<file path="src/rtl/rau_pkg.sv">
`default_nettype none
// +-----------------------------------------------------------------------------+
// | Package : rau_pkg                                                           |
// | Shared types and constants for the RAU request scheduler: FSM state         |
// | encoding, sticky-error bit positions and default widths.                    |
// | Revision: 1.0 - initial release                                             |
// +-----------------------------------------------------------------------------+
package rau_pkg;

    localparam int c_num_warps_dflt    = 8;
    localparam int c_warp_w_dflt       = 3;
    localparam int c_nreq_w_dflt       = 3;
    localparam int c_avail_w_dflt      = 5;
    localparam int c_swwarp_w_dflt     = 32;
    localparam int c_done_timeout_dflt = 64;

    // Sticky error vector bit positions
    localparam int c_err_w         = 3;
    localparam int c_err_timeout   = 0;
    localparam int c_err_exit_drop = 1;
    localparam int c_err_allo_rej  = 2;

    typedef enum logic [2:0] {
        ST_IDLE       = 3'd0,
        ST_HOLD       = 3'd1,
        ST_ALLO_ISSUE = 3'd2,
        ST_ALLO_WAIT  = 3'd3,
        ST_EXIT_ISSUE = 3'd4,
        ST_EXIT_WAIT  = 3'd5
    } sched_state_t;

endpackage
`default_nettype wire

</file>
<file path="src/rtl/rau_exit_fifo.sv">
`default_nettype none
// +-----------------------------------------------------------------------------+
// | Module  : rau_exit_fifo                                                     |
// | Synchronous FIFO holding hardware warp ids of pending exits.                |
// | Ports   : clk, rst (sync, active-high), push/din, pop/dout, empty, full.    |
// |           dout is valid whenever empty is low (first-word fall-through).    |
// | Revision: 1.0 - initial release                                             |
// +-----------------------------------------------------------------------------+
module rau_exit_fifo #(
    parameter int WIDTH = 3,
    parameter int DEPTH = 8
) (
    input  logic             clk,
    input  logic             rst,
    input  logic             push,
    input  logic [WIDTH-1:0] din,
    input  logic             pop,
    output logic [WIDTH-1:0] dout,
    output logic             empty,
    output logic             full
);

    localparam int c_ptr_w = (DEPTH > 1) ? $clog2(DEPTH) : 1;
    localparam int c_cnt_w = $clog2(DEPTH + 1);

    logic [WIDTH-1:0]   r_mem [DEPTH];
    logic [c_ptr_w-1:0] r_wr_ptr;
    logic [c_ptr_w-1:0] r_rd_ptr;
    logic [c_cnt_w-1:0] r_count;
    logic               w_do_push;
    logic               w_do_pop;

    function automatic logic [c_ptr_w-1:0] ptr_inc(input logic [c_ptr_w-1:0] p);
        return (p == c_ptr_w'(DEPTH - 1)) ? '0 : p + c_ptr_w'(1);
    endfunction

    assign empty     = (r_count == '0);
    assign full      = (r_count == c_cnt_w'(DEPTH));
    assign dout      = r_mem[r_rd_ptr];
    assign w_do_pop  = pop && !empty;
    // A pop in the same cycle frees a slot, so a push into a full FIFO is legal then
    assign w_do_push = push && (!full || w_do_pop);

    always_ff @(posedge clk) begin
        if (w_do_push) begin
            r_mem[r_wr_ptr] <= din;
        end
    end

    always_ff @(posedge clk) begin
        if (rst) begin
            r_wr_ptr <= '0;
            r_rd_ptr <= '0;
            r_count  <= '0;
        end else begin
            if (w_do_push) begin
                r_wr_ptr <= ptr_inc(r_wr_ptr);
            end
            if (w_do_pop) begin
                r_rd_ptr <= ptr_inc(r_rd_ptr);
            end
            if (w_do_push && !w_do_pop) begin
                r_count <= r_count + c_cnt_w'(1);
            end else if (w_do_pop && !w_do_push) begin
                r_count <= r_count - c_cnt_w'(1);
            end
        end
    end

    // The pending mask upstream limits occupancy to one entry per warp
    a_no_overflow : assert property (@(posedge clk) disable iff (rst) !(push && full && !pop));

endmodule
`default_nettype wire

</file>
<file path="src/rtl/rau_req_sched.sv">
`default_nettype none
// +-----------------------------------------------------------------------------+
// | Module  : rau_req_sched                                                     |
// | Serialises TM alloc requests and IB exit pulses into one-at-a-time RAU      |
// | AlloEN/ExitEN commands, exits first, waiting for RAU_Sched_Done (with       |
// | timeout). Allocs are held until RAU reports enough free registers.          |
// | Ports   : TM_Sched_*  alloc request (valid/ready), Sched_TM_AlloDone pulse  |
// |           IB_Sched_*  exit pulse + warp id                                  |
// |           Sched_RAU_* command strobes and payload, RAU_Sched_* response     |
// |           Sched_WarpActive per-warp register ownership, Sched_Err sticky    |
// | Revision: 1.0 - initial release                                             |
// +-----------------------------------------------------------------------------+
module rau_req_sched
    import rau_pkg::*;
#(
    parameter int NUM_WARPS    = c_num_warps_dflt,
    parameter int WARP_W       = c_warp_w_dflt,
    parameter int NREQ_W       = c_nreq_w_dflt,
    parameter int AVAIL_W      = c_avail_w_dflt,
    parameter int SWWARP_W     = c_swwarp_w_dflt,
    parameter int DONE_TIMEOUT = c_done_timeout_dflt
) (
    input  logic                 clk,
    input  logic                 rst,
    input  logic                 TM_Sched_AlloValid,
    input  logic [WARP_W-1:0]    TM_Sched_HWWarp,
    input  logic [SWWARP_W-1:0]  TM_Sched_SWWarp,
    input  logic [NREQ_W-1:0]    TM_Sched_Nreq,
    output logic                 Sched_TM_AlloReady,
    output logic                 Sched_TM_AlloDone,
    input  logic                 IB_Sched_ExitEN,
    input  logic [WARP_W-1:0]    IB_Sched_ExitWarpID,
    output logic                 Sched_RAU_AlloEN,
    output logic                 Sched_RAU_ExitEN,
    output logic [WARP_W-1:0]    Sched_RAU_HWWarp,
    output logic [SWWARP_W-1:0]  Sched_RAU_SWWarp,
    output logic [NREQ_W-1:0]    Sched_RAU_Nreq,
    input  logic                 RAU_Sched_Done,
    input  logic [AVAIL_W-1:0]   RAU_Sched_Available,
    output logic [NUM_WARPS-1:0] Sched_WarpActive,
    output logic [2:0]           Sched_Err
);

    localparam int c_cnt_w = $clog2(DONE_TIMEOUT + 1);
    localparam int c_cmp_w = (AVAIL_W > NREQ_W) ? AVAIL_W : NREQ_W;
    localparam logic [c_cnt_w-1:0]   c_cnt_last = c_cnt_w'(DONE_TIMEOUT - 1);
    localparam logic [NUM_WARPS-1:0] c_one      = NUM_WARPS'(1);

    sched_state_t          r_state;
    sched_state_t          w_state_nxt;
    logic [WARP_W-1:0]     r_hold_warp;
    logic [SWWARP_W-1:0]   r_hold_sw;
    logic [NREQ_W-1:0]     r_hold_nreq;
    logic                  r_hold_valid;
    logic [WARP_W-1:0]     r_exit_warp;
    logic [NUM_WARPS-1:0]  r_active;
    logic [NUM_WARPS-1:0]  r_pending;
    logic [c_cnt_w-1:0]    r_wait_cnt;
    logic                  r_allo_done;
    logic [c_err_w-1:0]    r_err;

    logic                  w_fifo_empty;
    logic                  w_fifo_full;
    logic                  w_fifo_pop;
    logic                  w_fifo_push;
    logic [WARP_W-1:0]     w_fifo_dout;
    logic                  w_allo_take;
    logic                  w_allo_reject;
    logic                  w_allo_commit;
    logic                  w_allo_finish;
    logic                  w_exit_finish;
    logic                  w_exit_clear;
    logic                  w_timeout;
    logic                  w_wait_expired;
    logic                  w_avail_ok;

    // An exit is accepted only for a warp that owns registers and has no exit queued
    assign w_fifo_push    = IB_Sched_ExitEN && r_active[IB_Sched_ExitWarpID]
                            && !r_pending[IB_Sched_ExitWarpID] && !w_fifo_full;
    assign w_wait_expired = (r_wait_cnt == c_cnt_last);
    assign w_avail_ok     = (c_cmp_w'(RAU_Sched_Available) >= c_cmp_w'(r_hold_nreq));

    rau_exit_fifo #(
        .WIDTH (WARP_W),
        .DEPTH (NUM_WARPS)
    ) u_exit_fifo (
        .clk   (clk),
        .rst   (rst),
        .push  (w_fifo_push),
        .din   (IB_Sched_ExitWarpID),
        .pop   (w_fifo_pop),
        .dout  (w_fifo_dout),
        .empty (w_fifo_empty),
        .full  (w_fifo_full)
    );

    always_comb begin
        w_state_nxt   = r_state;
        w_fifo_pop    = 1'b0;
        w_allo_take   = 1'b0;
        w_allo_reject = 1'b0;
        w_allo_commit = 1'b0;
        w_allo_finish = 1'b0;
        w_exit_finish = 1'b0;
        w_exit_clear  = 1'b0;
        w_timeout     = 1'b0;
        case (r_state)
            ST_IDLE: begin
                if (!w_fifo_empty) begin
                    w_fifo_pop  = 1'b1;
                    w_state_nxt = ST_EXIT_ISSUE;
                end else if (TM_Sched_AlloValid) begin
                    if (r_active[TM_Sched_HWWarp]) begin
                        w_allo_reject = 1'b1;
                    end else begin
                        w_allo_take = 1'b1;
                        w_state_nxt = ST_HOLD;
                    end
                end
            end
            ST_HOLD: begin
                // Exits overtake a held alloc; the alloc resumes afterwards
                if (!w_fifo_empty) begin
                    w_fifo_pop  = 1'b1;
                    w_state_nxt = ST_EXIT_ISSUE;
                end else if (r_hold_nreq == '0) begin
                    w_allo_commit = 1'b1;
                    w_allo_finish = 1'b1;
                    w_state_nxt   = ST_IDLE;
                end else if (w_avail_ok) begin
                    w_state_nxt = ST_ALLO_ISSUE;
                end
            end
            ST_ALLO_ISSUE: w_state_nxt = ST_ALLO_WAIT;
            ST_ALLO_WAIT: begin
                if (RAU_Sched_Done) begin
                    w_allo_commit = 1'b1;
                    w_allo_finish = 1'b1;
                    w_state_nxt   = ST_IDLE;
                end else if (w_wait_expired) begin
                    w_timeout     = 1'b1;
                    w_allo_finish = 1'b1;
                    w_state_nxt   = ST_IDLE;
                end
            end
            ST_EXIT_ISSUE: w_state_nxt = ST_EXIT_WAIT;
            ST_EXIT_WAIT: begin
                if (RAU_Sched_Done || w_wait_expired) begin
                    w_exit_finish = 1'b1;
                    w_exit_clear  = RAU_Sched_Done;
                    w_timeout     = !RAU_Sched_Done;
                    w_state_nxt   = r_hold_valid ? ST_HOLD : ST_IDLE;
                end
            end
            default: w_state_nxt = ST_IDLE;
        endcase
    end

    always_ff @(posedge clk) begin
        if (rst) begin
            r_state      <= ST_IDLE;
            r_hold_warp  <= '0;
            r_hold_sw    <= '0;
            r_hold_nreq  <= '0;
            r_hold_valid <= 1'b0;
            r_exit_warp  <= '0;
            r_active     <= '0;
            r_pending    <= '0;
            r_wait_cnt   <= '0;
            r_allo_done  <= 1'b0;
            r_err        <= '0;
        end else begin
            r_state     <= w_state_nxt;
            r_allo_done <= w_allo_commit;

            if (w_allo_take) begin
                r_hold_warp  <= TM_Sched_HWWarp;
                r_hold_sw    <= TM_Sched_SWWarp;
                r_hold_nreq  <= TM_Sched_Nreq;
                r_hold_valid <= 1'b1;
            end else if (w_allo_finish) begin
                r_hold_valid <= 1'b0;
            end

            if (w_fifo_pop) begin
                r_exit_warp <= w_fifo_dout;
            end

            r_active  <= (r_active | (w_allo_commit ? (c_one << r_hold_warp) : '0))
                         & ~(w_exit_clear ? (c_one << r_exit_warp) : '0);
            r_pending <= (r_pending | (w_fifo_push ? (c_one << IB_Sched_ExitWarpID) : '0))
                         & ~(w_exit_finish ? (c_one << r_exit_warp) : '0);

            if (r_state == ST_ALLO_ISSUE || r_state == ST_EXIT_ISSUE) begin
                r_wait_cnt <= '0;
            end else if (r_state == ST_ALLO_WAIT || r_state == ST_EXIT_WAIT) begin
                r_wait_cnt <= r_wait_cnt + c_cnt_w'(1);
            end

            if (w_timeout) begin
                r_err[c_err_timeout] <= 1'b1;
            end
            if (IB_Sched_ExitEN && !w_fifo_push) begin
                r_err[c_err_exit_drop] <= 1'b1;
            end
            if (w_allo_reject) begin
                r_err[c_err_allo_rej] <= 1'b1;
            end
        end
    end

    assign Sched_TM_AlloReady = (r_state == ST_IDLE) && w_fifo_empty;
    assign Sched_TM_AlloDone  = r_allo_done;
    assign Sched_RAU_AlloEN   = (r_state == ST_ALLO_ISSUE);
    assign Sched_RAU_ExitEN   = (r_state == ST_EXIT_ISSUE);
    assign Sched_RAU_HWWarp   = (r_state == ST_EXIT_ISSUE || r_state == ST_EXIT_WAIT)
                                ? r_exit_warp : r_hold_warp;
    assign Sched_RAU_SWWarp   = r_hold_sw;
    assign Sched_RAU_Nreq     = r_hold_nreq;
    assign Sched_WarpActive   = r_active;
    assign Sched_Err          = r_err;

endmodule
`default_nettype wire

</file>
<file path="config.mk">
export PLATFORM = sky130hd
export DESIGN_NAME = rau_req_sched
export DESIGN_NICKNAME = d
export VERILOG_FILES = /design/src/rtl/rau_pkg.sv /design/src/rtl/rau_exit_fifo.sv /design/src/rtl/rau_req_sched.sv
export SDC_FILE = /design/constraint.sdc
export NUM_CORES = 1
export LEC_CHECK = 0
export ABC_AREA = 1
export CORE_ASPECT_RATIO = 1.5
export CORE_MARGIN = 10
export CORE_UTILIZATION = 35
export CTS_BUF_LIST = sky130_fd_sc_hd__clkbuf_8 sky130_fd_sc_hd__clkbuf_16
export CTS_CLUSTER_DIAMETER = 100
export DETAILED_ROUTE_END_ITERATION = 8
export GPL_TIMING_DRIVEN = 0
export PLACE_DENSITY = 0.57
export SYNTH_ARGS = -nofsm -noshare
export SYNTH_HDL_FRONTEND = slang
export SYNTH_SLANG_ARGS = --single-unit
</file>
<file path="constraint.sdc">
create_clock -name clk -period 3.4 [get_ports clk]
set_input_delay 0.68 -clock clk [delete_from_list [all_inputs] [get_ports clk]]
set_output_delay 0.68 -clock clk [all_outputs]
set_load 0.02 [all_outputs]
</file>
### Word level (Yosys, flattened, before mapping)

Memories as Yosys holds them, arrays and structs flattened. A register that Yosys moved wholly into a read port is not among the register bits.
Cells that the tools add are included.

* bits in registers: 79
* RAM bits: 24
* memories kept: 1

Memory list
* u_exit_fifo.r_mem: words 8, width 3, read ports 1, clocked after Yosys merged registers in 1, wr ports 1, line rau_exit_fifo.sv:26 `logic [WIDTH-1:0] r_mem [DEPTH];`

* $add $sub $neg: 5
* $lt $le $gt $ge: 3
* eq/ne operators: 14
* shift operators: 3
* multiplexer cells: 54
* bitwise operators: 6
* reduce and logical (&&, ||, !) cells: 29

Operators with widths (number)
* 3-bit two-way mux: 12
* 8-bit two-way mux: 4
* 1-bit two-way mux: 29
* 1-bit by 3-bit << shifter with 8-bit output, first input constant: 3
* 3-bit one-hot mux with 6 select lines: 1
* 8-bit bitwise AND: 2
* 8-bit NOT: 2
* 8-bit OR: 2
* 3-bit equality test, second input constant: 4
* 1-bit binary-select mux with 3-bit select: 3
* 1-bit logical AND: 9
* 3-bit inequality test, second input constant: 3
* 3-bit by 4-bit less-than comparator with 1-bit output, second input constant: 2
* 4-bit two-way mux: 2
* 7-bit by 1-bit adder with 7-bit output, second input constant: 1
* 7-bit by 6-bit equality test with 1-bit output, second input constant: 1
* 1-bit logical NOT: 7
* 3-bit by 1-bit adder with 3-bit output, second input constant: 2
* 3-bit by 2-bit equality test with 1-bit output, second input constant: 2
* 3-bit logical NOT: 2
* 1-bit one-hot mux with 2 select lines: 3
* 5-bit by 3-bit greater-or-equal comparator with 1-bit output: 1
* 1-bit logical OR: 5
* 5-bit AND reduction: 1
* other kinds (9): 11

### Longest topological paths before layout

* depth in word-level cells: 10
* mapped depth: 19
* depth with buffers taken out: 19

### By module

A second synthesis with hierarchy kept.

* cells, all modules: 687
* area, all modules: 5148.7 µm²

By module, submodules not included
* rau_req_sched: instances 1, cells each 500, area each 3410.8 µm², sequential area each 1441.4 µm²
* rau_exit_fifo: instances 1, cells each 187, area each 1737.9 µm², sequential area each 980.9 µm²

### Least setup slack after synthesis

Ideal clock, no wire load.

* kind: input to register
* start point: input port IB_Sched_ExitWarpID[1]
* end point: register u_exit_fifo.r_count[3]
* setup time: 113 ps
* data arrival time: 2597 ps
* slack: 691 ps
* cell stages on the path: 18
* buffers on the path: 1
* cell sequence: buf_4 nor2_1 nand2_1 nand2_1 nor2_1 nand2_1 nand2_4 nand3_4 inv_2 ha_1 inv_1 ha_1 a21oi_1 nand2_1 o21ai_0 nand2_1 nand2_1 nor2_1

* cells in the longest elaborated chain, start to end: 9
* elaborated cells on any way between the ends: 14
* those cells by class: 5 x mux; 9 x reduce/logical

Ends and longest elaborated chain
* start: declaration: line rau_req_sched.sv:32 `input logic [WARP_W-1:0] IB_Sched_ExitWarpID,`
* 1-bit binary-select mux with 3-bit select, on equally long branches: line rau_req_sched.sv:78, rau_req_sched.sv:79
* 1-bit two-way mux, on equally long branches: line rau_req_sched.sv:78, rau_req_sched.sv:79
* 1-bit logical AND or 1-bit logical NOT (tied branches): line rau_req_sched.sv:78, rau_req_sched.sv:79
* 1-bit logical AND * (2 in series): line rau_req_sched.sv:79 `&& !r_pending[IB_Sched_ExitWarpID] && !w_fifo_full;`
* 1-bit logical AND *: line rau_exit_fifo.sv:42 `assign w_do_push = push && (!full || w_do_pop);`
* via u_exit_fifo.w_do_push: line rau_exit_fifo.sv:30 `logic w_do_push;`
* 1-bit logical NOT: line rau_exit_fifo.sv:64 `end else if (w_do_pop && !w_do_push) begin`
* 1-bit logical AND: line rau_exit_fifo.sv:64
* 2-bit nonzero test (no source line)
* end signal: assignment: line rau_exit_fifo.sv:63 `r_count <= r_count + c_cnt_w'(1);`
* end signal: assignment: line rau_exit_fifo.sv:65 `r_count <= r_count - c_cnt_w'(1);`
* end: declaration: line rau_exit_fifo.sv:29 `logic [c_cnt_w-1:0] r_count;`

The timed path passes the listed nets; every way through them passes the cells marked *. The select of a mux whose other input is x is not followed.
A chain may end at the register's enable or synchronous reset.

### Worst setup path in the final report

* start point: input port IB_Sched_ExitWarpID[2]
* end point: register u_exit_fifo.r_count[3]

Same word-level chain as after synthesis.

==> results.md <==
- The hold violation count in the final report is 0.
- Setup violations remaining at the end of the flow were counted as 0.
- The width of the chip is 118 microns.
- The sequential share of the synthesized area is 0.472.
- The area growth from synthesis to layout is 30.6%.
- In this run, synthesis produced a sequential element count of 106.
- The total of buffers placed on input and output ports is 102.
- The clock reaches the later pin of the worst-skew pair after 340 ps.
- The clock period could shrink to 3170 ps.
- The run finished with clean final reports.
- The post-route cell area is 6540 sq um.
- STA puts the critical path data required time at 3640 ps.
- The congestion estimate from routability-driven global placement came to 0.848.
- The final layout contains 843 nets.
- For this design the ratio of total power to cell area is 618 nW/um^2.
- The die is 166 microns tall.
- The clock tree from TritonCTS is done.
- The highest fanout seen on the critical path is 9.
- After clock tree synthesis, the setup repair step added 0 buffers.
- The power share of the clock group is 0.243.
- Of the total power, registers draw 0.400.
- The final worst-path cycle share is 0.932.
- The first routing iteration left 247 violations.
- The detailed-placement wirelength estimate is 11300 microns.
- The flip-flop and latch area is 2360 sq um.
- The Yosys step of the flow raised 0 warnings.
- The category of the worst setup path launch point is an input port.
- The initial core utilization is 0.358.
- The filler cells instantiated in the layout total 1415.
- The post-route setup TNS is 0 ps.
- The routed layout has 4614 vias.
- The initial antenna violation count is 0.
- The number of placement rows is 53.
- In this run the clock root is driven by a sky130_fd_sc_hd__clkbuf_16.
- The count of TritonRoute iterations in the first routing pass is 4.
- The slew at the pin with the worst max-slew slack is 580 ps.
- Global routing finished with a remaining overflow of 0.
- CTS built an H-tree with a depth of 3.
- The post-synthesis instance area is 5000 sq um.
- The maximum clock frequency is 0.316 GHz.
- Wires add up to 14000 microns.
- After synthesis, the mean cell area works out to 7.50 sq um.
- In this run the cell area measured after placement is 6260 sq um.
- The worst path arrival time is 3410 ps.
- In the final layout, the multi-input gates occupy 2230 sq um.
- After clock tree synthesis, the clock-pin slew on the worst setup and hold paths is 70 ps.
- The count of nets left with antenna violations after detail routing is 0.
- In the routed layout, each cell is associated on average with a via count of 4.72.
- The fraction of power spent switching nets is 0.373.
- The number of diodes added for antenna fixing is 0.
- The count of mapped cells out of synthesis is 667.
- The max-cap violation count is 0.
- The number of nets produced by synthesis is 730.
- The maximum count of clock buffers along a single path is 2.
- The via count of the first global-routing pass is 4656.
- Entering global routing, the biggest net connects 19 pins.
- In this run, CTS created clock tree buffers numbering 9.
- The first global-routing pass estimated 23100 microns of wire.
- After detailed routing, the number of remaining DRC violations is 0.
- The count of boundary I/O pins is 104.
- The critical path in this run is classified as in2reg.
- The CTS sink count is 106.
- Setup repair after global routing left no endpoint under its margin.
- The cell-internal power is 2.53 mW.
- After floorplanning, the core was sized to cover 14000 sq um.
- The final worst clock skew is 9.21 ps.
- The number of distinct library cells after synthesis is 37.
- The max-slew headroom at the worst pin is 0.612.
- The sort of element at the end of the critical path is a flop.
- Of the total power, combinational logic draws 0.357.
- The number of pins with negative max-slew slack in the final report came to 0.
- Dividing the detail-routed wire length by the instance count gives 14.4 microns.
- The tightest min-delay check is of the reg2reg type.
- The post-layout utilization of the core is 0.467.
- The worst voltage drop across the vdd grid is 0.000266 V.
- Leaving out fill and tap cells, the most frequent cell in the layout is sky130_fd_sc_hd__nand2_1.
- The overall fraction of global-route tracks in use is 0.142.
- Leaving out fill and tap cells, the most frequent cells in the layout are sky130_fd_sc_hd__nand2_1, sky130_fd_sc_hd__nor2_1, sky130_fd_sc_hd__clkdlybuf4s50_1.
- For this design the static power due to leakage is 2.54 nW.
- The share of cells above drive strength 1 is 0.0573.
- The die covers 19600 sq um.
- The net switching power figure is 1.51 mW.
## final timing paths
kind                                        startpoint                endpoint  slack [ps]  cells after the start
worst min-delay path                      r_pending[5]            r_pending[5]         450                      2
worst max-delay path            IB_Sched_ExitWarpID[2]  u_exit_fifo.r_count[3]         230                     15
worst min register to register            r_pending[5]            r_pending[5]         450                      2
worst max register to register  u_exit_fifo.r_count[0]  u_exit_fifo.r_count[3]         780                     13
## final cells by class
class,count,area share
buffer,27,0.0222
clock buffer,9,0.0345
clock inverter,7,0.00728
inverter,71,0.0412
multi-input combinational,463,0.341
sequential,106,0.361
tap,192,0.0368
timing repair buffer,102,0.156
## metrics by stage
step / worst slack, ps / hold slack [ps] / power, mW / cells
6_report: 231 / 447 / 4.04 / 977
5_1_grt: 8.66 / 481 / 4.32 / 977
3_5_place_dp: -411 / 435 / 3.10 / 961
3_3_place_gp: -366 / 434 / 3.06 / 961
2_1_floorplan: 691 / 425 / 2.54 / 667
4_1_cts: 240 / 446 / 4.09 / 977
## synth_stat cells, drive strengths merged
| cell type | n | area (sq um) |
|---|---|---|
| nand4 | 10 | 62.6 |
| clkbuf | 13 | 48.8 |
| inv | 70 | 265 |
| o211ai | 8 | 60.1 |
| a211oi | 2 | 15.0 |
| buf | 14 | 96.3 |
| o21ai | 60 | 304 |
| xor2 | 1 | 8.76 |
| nand3 | 26 | 153 |
| clkinv | 1 | 3.75 |
| ha | 11 | 138 |
| o31ai | 1 | 7.51 |
| nor2 | 120 | 460 |
| nand3b | 1 | 7.51 |
| a21oi | 68 | 344 |
| fa | 1 | 20.0 |
| dfxtp | 82 | 1640 |
| a31oi | 8 | 56.3 |
| nand2 | 132 | 510 |
| or2 | 1 | 6.26 |
| nor3 | 12 | 65.1 |
| edfxtp | 24 | 721 |
| o21a | 1 | 7.51 |
## layer usage
metal  vias up  routed length (microns)  GRT usage  part of all wire
met5         -                        0          0                 0
met3        13                      699     0.0413             0.050
met4         0                      191     0.0480             0.014
met2        78                     7560      0.272              0.54
li1       2418                        -          -                 -
met1      2105                     5580      0.142              0.40
## flip-flops by register name, indices dropped and copies added (netlist names), 3 cells and up
| signal | flops |
|---|---|
| Sched_RAU_SWWarp | 32 |
| u_exit_fifo.r_mem | 24 |
| Sched_WarpActive | 8 |
| r_pending | 8 |
| r_wait_cnt | 7 |
| u_exit_fifo.r_count | 4 |
| Sched_Err | 3 |
| Sched_RAU_Nreq | 3 |
| r_exit_warp | 3 |
| r_hold_warp | 3 |
| r_state | 3 |
| u_exit_fifo.r_rd_ptr | 3 |
| u_exit_fifo.r_wr_ptr | 3 |
## kinds of logic after synthesis
| group | Yosys count | synth area share |
|---|---|---|
| compound gates | 148 | 0.159 |
| buf+inv | 98 | 0.0828 |
| flops | 106 | 0.472 |
| simple gates | 302 | 0.253 |
| xor+xnor | 1 | 0.00175 |
| fa+ha+maj | 12 | 0.0315 |
## critical path, stage by stage
cell                              delay (ps)
sky130_fd_sc_hd__clkdlybuf4s50_1         680
sky130_fd_sc_hd__clkbuf_1                360
sky130_fd_sc_hd__inv_1                    70
sky130_fd_sc_hd__nand2_1                 140
sky130_fd_sc_hd__nand3_4                 120
sky130_fd_sc_hd__inv_2                   110
sky130_fd_sc_hd__ha_1                    140
sky130_fd_sc_hd__inv_1                    90
sky130_fd_sc_hd__ha_1                    330
sky130_fd_sc_hd__a21oi_1                 150
sky130_fd_sc_hd__nand2_1                  80
sky130_fd_sc_hd__o21ai_0                 240
sky130_fd_sc_hd__nand2_1                  90
sky130_fd_sc_hd__nand2_1                  70
sky130_fd_sc_hd__nor2_1                   40
## power by group through the flow
stage	logic [mW]	clock network, mW	registers [mW]
final	1.44	0.982	1.61
after global routing	1.62	1.06	1.64
after CTS	1.46	1.01	1.61
after detailed placement	1.46	0	1.64
after global placement	1.43	0	1.63
after floorplan	0.834	0	1.70
## what timing repair did
item | CTS | global route
gates cloned | 0 | 0
gates resized for setup | 2 | 1
setup endpoints to repair | 1 | 1
hold buffers | 0 | 0
(Power assumes the default switching activity.)
